**src/rtl/div_pkg.sv**
```systemverilog
// Shared types and helpers for the sequential signed divider.
package div_pkg;

  localparam int DEFAULT_WIDTH = 16;

  // Widest operand the sign helpers support; wider builds need a larger value.
  localparam int MAX_W = 64;

  typedef enum logic [1:0] {
    IDLE = 2'd0,
    CALC = 2'd1,
    FIX  = 2'd2
  } state_e;

  // Two's-complement negate when neg is set. Callers truncate the result
  // to their own width. Negation modulo 2^64 truncates to negation modulo 2^WIDTH.
  function automatic logic [MAX_W-1:0] cond_neg(input logic [MAX_W-1:0] x,
                                                input logic             neg);
    return neg ? (~x + MAX_W'(1)) : x;
  endfunction

  // Magnitude of a sign-extended operand. For the most negative WIDTH-bit
  // value the low WIDTH bits hold 2^(WIDTH-1) as an unsigned number.
  function automatic logic [MAX_W-1:0] abs_val(input logic [MAX_W-1:0] x);
    return cond_neg(x, x[MAX_W-1]);
  endfunction

endpackage

```
**src/rtl/div_step.sv**
```systemverilog
// One restoring-division iteration: shift in the next dividend bit,
// trial-subtract the divisor magnitude, and keep the result if it is non-negative.
module div_step
  import div_pkg::*;
#(
  parameter int WIDTH = DEFAULT_WIDTH
) (
  input  logic [WIDTH:0]   p_in,
  input  logic             q_msb,
  input  logic [WIDTH-1:0] m,
  output logic [WIDTH:0]   p_out,
  output logic             q_bit
);

  // Two guard bits: the shifted remainder stays below 2*M, so the sign of
  // the trial difference is exact.
  logic [WIDTH+1:0] shifted;
  logic [WIDTH+1:0] trial;

  // Trial subtract and restore-or-keep selection.
  always_comb begin
    shifted = {p_in, q_msb};
    trial   = shifted - {2'b00, m};
    q_bit   = ~trial[WIDTH+1];
    p_out   = q_bit ? trial[WIDTH:0] : shifted[WIDTH:0];
  end

endmodule

```
**src/rtl/seq_divider.sv**
```systemverilog
// Sequential signed divider that truncates toward zero and retires one
// quotient bit per clock. It uses a start/done handshake.
module seq_divider
  import div_pkg::*;
#(
  parameter int WIDTH = DEFAULT_WIDTH
) (
  input  logic             clk,
  input  logic             reset,
  input  logic             start,
  input  logic [WIDTH-1:0] dividend,
  input  logic [WIDTH-1:0] divisor,
  output logic             busy,
  output logic             done,
  output logic [WIDTH-1:0] quot,
  output logic [WIDTH-1:0] rem,
  output logic             div_by_zero,
  output logic             ovf
);

  localparam int               CNT_W   = $clog2(WIDTH + 1);
  localparam logic [WIDTH-1:0] MIN_VAL = {1'b1, {(WIDTH-1){1'b0}}};

  state_e           state_q, state_d;
  logic [CNT_W-1:0] count_q, count_d;
  logic [WIDTH:0]   p_q, p_d;
  logic [WIDTH-1:0] q_q, q_d;
  logic [WIDTH-1:0] m_q, m_d;
  logic             q_neg_q, q_neg_d;
  logic             r_neg_q, r_neg_d;
  logic             zero_q, zero_d;
  logic             ovf_pend_q, ovf_pend_d;
  logic             done_q, done_d;
  logic [WIDTH-1:0] quot_q, quot_d;
  logic [WIDTH-1:0] rem_q, rem_d;
  logic             dbz_q, dbz_d;
  logic             ovf_q, ovf_d;

  logic [WIDTH:0]   step_p;
  logic             step_bit;

  div_step #(.WIDTH(WIDTH)) u_step (
    .p_in  (p_q),
    .q_msb (q_q[WIDTH-1]),
    .m     (m_q),
    .p_out (step_p),
    .q_bit (step_bit)
  );

  // Next-state logic: accept, iterate, then apply signs and publish the results.
  always_comb begin
    // NOTE: every variable gets its hold value first, so no path can infer a latch.
    state_d    = state_q;
    count_d    = count_q;
    p_d        = p_q;
    q_d        = q_q;
    m_d        = m_q;
    q_neg_d    = q_neg_q;
    r_neg_d    = r_neg_q;
    zero_d     = zero_q;
    ovf_pend_d = ovf_pend_q;
    done_d     = 1'b0;
    quot_d     = quot_q;
    rem_d      = rem_q;
    dbz_d      = dbz_q;
    ovf_d      = ovf_q;

    case (state_q)
      IDLE: begin
        if (start) begin
          if (divisor != '0) begin
            q_d        = WIDTH'(abs_val(MAX_W'($signed(dividend))));
            m_d        = WIDTH'(abs_val(MAX_W'($signed(divisor))));
            p_d        = '0;
            q_neg_d    = dividend[WIDTH-1] ^ divisor[WIDTH-1];
            r_neg_d    = dividend[WIDTH-1];
            zero_d     = 1'b0;
            ovf_pend_d = (dividend == MIN_VAL) && (divisor == '1);
            count_d    = CNT_W'(WIDTH);
            state_d    = CALC;
          end else begin
            // The raw dividend rides in Q so it can be returned as the remainder.
            q_d        = dividend;
            zero_d     = 1'b1;
            ovf_pend_d = 1'b0;
            state_d    = FIX;
          end
        end
      end
      CALC: begin
        p_d     = step_p;
        q_d     = {q_q[WIDTH-2:0], step_bit};
        count_d = count_q - CNT_W'(1);
        if (count_q == CNT_W'(1)) begin
          state_d = FIX;
        end
      end
      FIX: begin
        done_d  = 1'b1;
        state_d = IDLE;
        if (zero_q) begin
          quot_d = '1;
          rem_d  = q_q;
          dbz_d  = 1'b1;
          ovf_d  = 1'b0;
        end else begin
          // Most-negative / -1 lands on 2^(WIDTH-1) unnegated, which is the wrapped quotient.
          quot_d = WIDTH'(cond_neg(MAX_W'(q_q), q_neg_q));
          rem_d  = WIDTH'(cond_neg(MAX_W'(p_q[WIDTH-1:0]), r_neg_q));
          dbz_d  = 1'b0;
          ovf_d  = ovf_pend_q;
        end
      end
      default: state_d = IDLE;
    endcase
  end

  // State registers with synchronous reset; reset aborts any divide in flight.
  always_ff @(posedge clk) begin
    if (reset) begin
      // NOTE: every flop is reset here, including the operand registers, so an
      // aborted divide leaves no stale state behind.
      state_q    <= IDLE;
      count_q    <= '0;
      p_q        <= '0;
      q_q        <= '0;
      m_q        <= '0;
      q_neg_q    <= 1'b0;
      r_neg_q    <= 1'b0;
      zero_q     <= 1'b0;
      ovf_pend_q <= 1'b0;
      done_q     <= 1'b0;
      quot_q     <= '0;
      rem_q      <= '0;
      dbz_q      <= 1'b0;
      ovf_q      <= 1'b0;
    end else begin
      // NOTE: non-blocking assignments, so all flops update from the same pre-edge values.
      state_q    <= state_d;
      count_q    <= count_d;
      p_q        <= p_d;
      q_q        <= q_d;
      m_q        <= m_d;
      q_neg_q    <= q_neg_d;
      r_neg_q    <= r_neg_d;
      zero_q     <= zero_d;
      ovf_pend_q <= ovf_pend_d;
      done_q     <= done_d;
      quot_q     <= quot_d;
      rem_q      <= rem_d;
      dbz_q      <= dbz_d;
      ovf_q      <= ovf_d;
    end
  end

  assign busy        = (state_q != IDLE);
  assign done        = done_q;
  assign quot        = quot_q;
  assign rem         = rem_q;
  assign div_by_zero = dbz_q;
  assign ovf         = ovf_q;

endmodule
```
**config.mk**
```make
export PLATFORM = sky130hd
export DESIGN_NAME = seq_divider
export DESIGN_NICKNAME = d
export VERILOG_FILES = /design/src/rtl/div_pkg.sv /design/src/rtl/div_step.sv /design/src/rtl/seq_divider.sv
export SDC_FILE = /design/constraint.sdc
export NUM_CORES = 1
export LEC_CHECK = 0
export ABC_AREA = 1
export ABC_CLOCK_PERIOD_IN_PS = 2000
export CAP_MARGIN = 20
export CORE_ASPECT_RATIO = 0.8
export CORE_MARGIN = 2
export CORE_UTILIZATION = 50
export CTS_BUF_LIST = sky130_fd_sc_hd__clkbuf_8
export DETAILED_ROUTE_END_ITERATION = 10
export PLACE_DENSITY = 0.81
export SYNTH_ARGS = -nofsm -noshare
export SYNTH_HDL_FRONTEND = slang
export SYNTH_HIERARCHICAL = 1
export SYNTH_SLANG_ARGS = --single-unit
```
**constraint.sdc**
```tcl
create_clock -name clk -period 2 [get_ports clk]
set_input_delay 0.4 -clock clk [delete_from_list [all_inputs] [get_ports clk]]
set_output_delay 0.4 -clock clk [all_outputs]
set_load 0.01 [all_outputs]
```
==> impl_metrics.tcl <==
set metrics [dict create \
    status "complete, but fails checks" \
    violations "negative setup slack" \
    path_max_fanout 6 \
    synth_nets 1211 \
    synth_top_area_cell "dfxtp_1" \
    port_buffers 70 \
    drive_gt1_share_pct 21.8 \
    first_pass_iters 6 \
    finalHoldViolations 0 \
    slowest_delay_ps 370 \
    vias 8136 \
    layout_setup_ws_ps -27.9 \
    yosys.area_share.simple_pct 39.5 \
    setup_viol 8 \
    synth_edf_count 0 \
    crit_arrival_ps 2270 \
    grt_max_degree 46 \
    synth_area_leaders "dfxtp_1 (27%), nand2_1 (15%), inv_1 (9.0%)" \
    drtAntennaViolNets 0 \
    layout_commonest_cell "nand2_1" \
    netlist.area_leader.share_pct 26.6 \
    hold_buffers 0 \
    cts-htree-levels 3 \
    grt_usage_pct 27.8 \
    cts_buffer_depth 2 \
    grt_pass1_wl_um 34500 \
    ff2ff_setup_slack_ps -30 \
    area_growth_pct 32.7 \
    gp_congestion 0.948 \
    avgViaCountPerCell 5.45 \
    slowest_stage "dfxtp_2" \
    grt_pass1_vias 7192 \
    setup_tns_ps -97.2 \
    clk_pin_slew_ps 100 \
    hold_start "reset" \
    rows 39 \
    yosys.area_share.adder_pct 4.30 \
    r2r-end "p_q[7]" \
    ys.flop_type "dfxtp_1" \
    drc 0 \
    worst_setup_path_start_kind "flop" \
    most-common-layout-cells "nand2_1 (267), inv_1 (159), nand3_1 (121)" \
    fin_nets 1363 \
    yosysSeqAreaShare_pct 26.6 \
    synthXorXnorAreaFrac_pct 2.45 \
    wl_per_cell_um 14.6 \
    die_x_um 138 \
    grt_overflow 0 \
    cts_tree "yes" \
    synth_warnings 6 \
    reg2reg_depth 14 \
    ir_drop_uv 1190 \
    hold_depth 4 \
    mappedNetlistArea_um2 7160 \
    root_buffer "clkbuf_8" \
    io_pins 71 \
    dpl.hpwl_um 15300 \
    cp.required_ps 2240 \
    fin_crit_sh_pct 101 \
    final_max_slew_viol_count 0 \
    synth_cell_type_count 42 \
    insertion_delay_ps 380 \
    fin_skew_ps 13.9 \
    die_h_um 111 \
    synthArstFlopShare_pct 0 \
    avgSynthCellArea_um2 6.21 \
    synth_mux_area_share_pct 0 \
    total_leakage_power_nw 4.36 \
    cts_sinks 95 \
    maxSlewHeadroom_pct 63.7 \
    p_per_area_nw_per_um2 940 \
    drt_wl_total_um 21800 \
    synth_top_family_by_area "simple AND/OR/NAND/NOR gates" \
    setup.worst_path.end_class "flop" \
    cts_buffers 9 \
    crit_chain "inv_4 > ha_4 > nand2_4 > inv_4 > nand3_4 > a21oi_4 > nor2_4 > buf_12 > nand2_8 > nand2_4 > nand3_2 > nand2_1 > nand2_1 > a21oi_2" \
    start_util_pct 50.6 \
    first_iter_violations 814 \
    max_freq_mhz 493 \
    cap_viol_max_count 0 \
    tightest_slew_ps 544 \
    worstHoldPathType "in -> reg" \
    insertedDiodeCount 0 \
    synth_compound_area_share_pct 13.7 \
    dp.cells 1456 \
    instances_no_fill 1493 \
    nFillCells 1211 \
    antenna_found_initial 0 \
    rsz0062_at_grt "yes" \
    core_um2 14200 \
    dieArea_um2 15300 \
    fin_crit_ps 2030 \
    synth_cells 1152 \
    crit-reg2reg-launch "m_q[14]" \
    ys_ff_latch 95 \
    holdPathEnd "m_q[15]" \
    criticalPathCategory "reg -> reg" \
]
-- sequential cells by signal (all words and copies together) (netlist names) --
name / cells
p_q: 17
m_q: 16
q_q: 16
quot: 16
rem: 16
count_q: 5
state_q: 2
div_by_zero: 1
done: 1
ovf: 1
ovf_pend_q: 1
q_neg_q: 1
r_neg_q: 1
zero_q: 1
-- Yosys cell counts, types with 6 or more instances --
cell and number:
a21oi_1 79, a22oi_1 15, a31oi_1 6, buf_2 7, buf_6 9, clkbuf_1 17, dfxtp_1 95, ha_1 23
inv_1 172, inv_2 9, nand2_1 289, nand2_2 9, nand3_1 128, nand3_2 18, nand4_1 26, nor2_1 105
nor2_4 6, nor3_1 7, o21ai_0 51, o21ai_1 14, xor2_1 15
-- worst max-delay path by stage --
| stage | slack [ps] | depth (start not counted) | endpoint | from |
|---|---|---|---|---|
| 2_1_floorplan | 50 | 16 | p_q[10] | q_q[15] |
| 3_3_place_gp | -270 | 10 | q_q[15] | divisor[1] |
| 3_5_place_dp | -300 | 10 | q_q[15] | divisor[1] |
| 4_1_cts | 1 | 15 | p_q[4] | m_q[7] |
| 5_1_grt | -130 | 15 | p_q[7] | m_q[4] |
| 6_report | -30 | 14 | p_q[7] | m_q[14] |
-- critical path: cells and delay by family, from the launching register on --
family                   cells  cell delay (ps)
AO/OA/AOI/OAI                2              210
flip-flops                   1              370
adder cells (fa/ha/maj)      1              300
AND/OR/NAND/NOR              8              760
buffers and inverters        3              250
-- cell families (layout without fill, tap and decap cells) --
group / count (synthesis) / in the layout
xor gates and xnor gates: 20 / 20
adders and majority gates: 24 / 24
DFF: 95 / 95
AOI/OAI and AO/OA: 179 / 179
buffers and inverters: 225 / 375
and+or+nand+nor: 609 / 616
-- report_power, final --
group	switching [W]	internal, W	leakage (nW)
sequential	0.000205	0.00206	0.781
clock	0.000746	0.000606	0.101
combinational	0.00306	0.00226	3.48
-- cell type report --
cell class	count	area [um2]	area share, %
sequential	95	1930	20.3
multi-input combinational	839	4840	51.0
clock inverter	7	90.1	0.948
timing repair buffer	175	1590	16.7
clock buffer	9	124	1.30
inverter	184	701	7.38
tap	184	230	2.42
-- per-stage QoR --
step / setup slack (ps) / hold slack (ps) / power [W] / utilization [%] / instance area, um2
after floorplan: 51.2 / 440 / 0.00497 / - / 7160
after global placement: -268 / 469 / 0.00578 / 60.2 / 8520
after detailed placement: -301 / 472 / 0.00588 / 60.2 / 8520
after CTS: 1.21 / 383 / 0.00812 / 64.5 / 9130
after global routing: -132 / 429 / 0.00944 / 67.1 / 9500
final: -27.9 / 391 / 0.00893 / 67.1 / 9500
-- layer usage --
metal	up-vias	global-route usage, %	wire length [um]
met5	-	0	0
met2	365	41.9	9620
met1	3669	40.4	9860
met3	60	4.85	1760
met4	0	8.10	559
li1	4042	-	-
-- timing repair --
action | 4_1_cts | 5_1_grt
cloned | 8 | 1
setup endpoints to repair | 18 | 20
setup buffers | 7 | 5
pin swaps | 15 | 50
resized for setup | 42 | 80
Note: power is estimated with default switching activity, not from simulation.
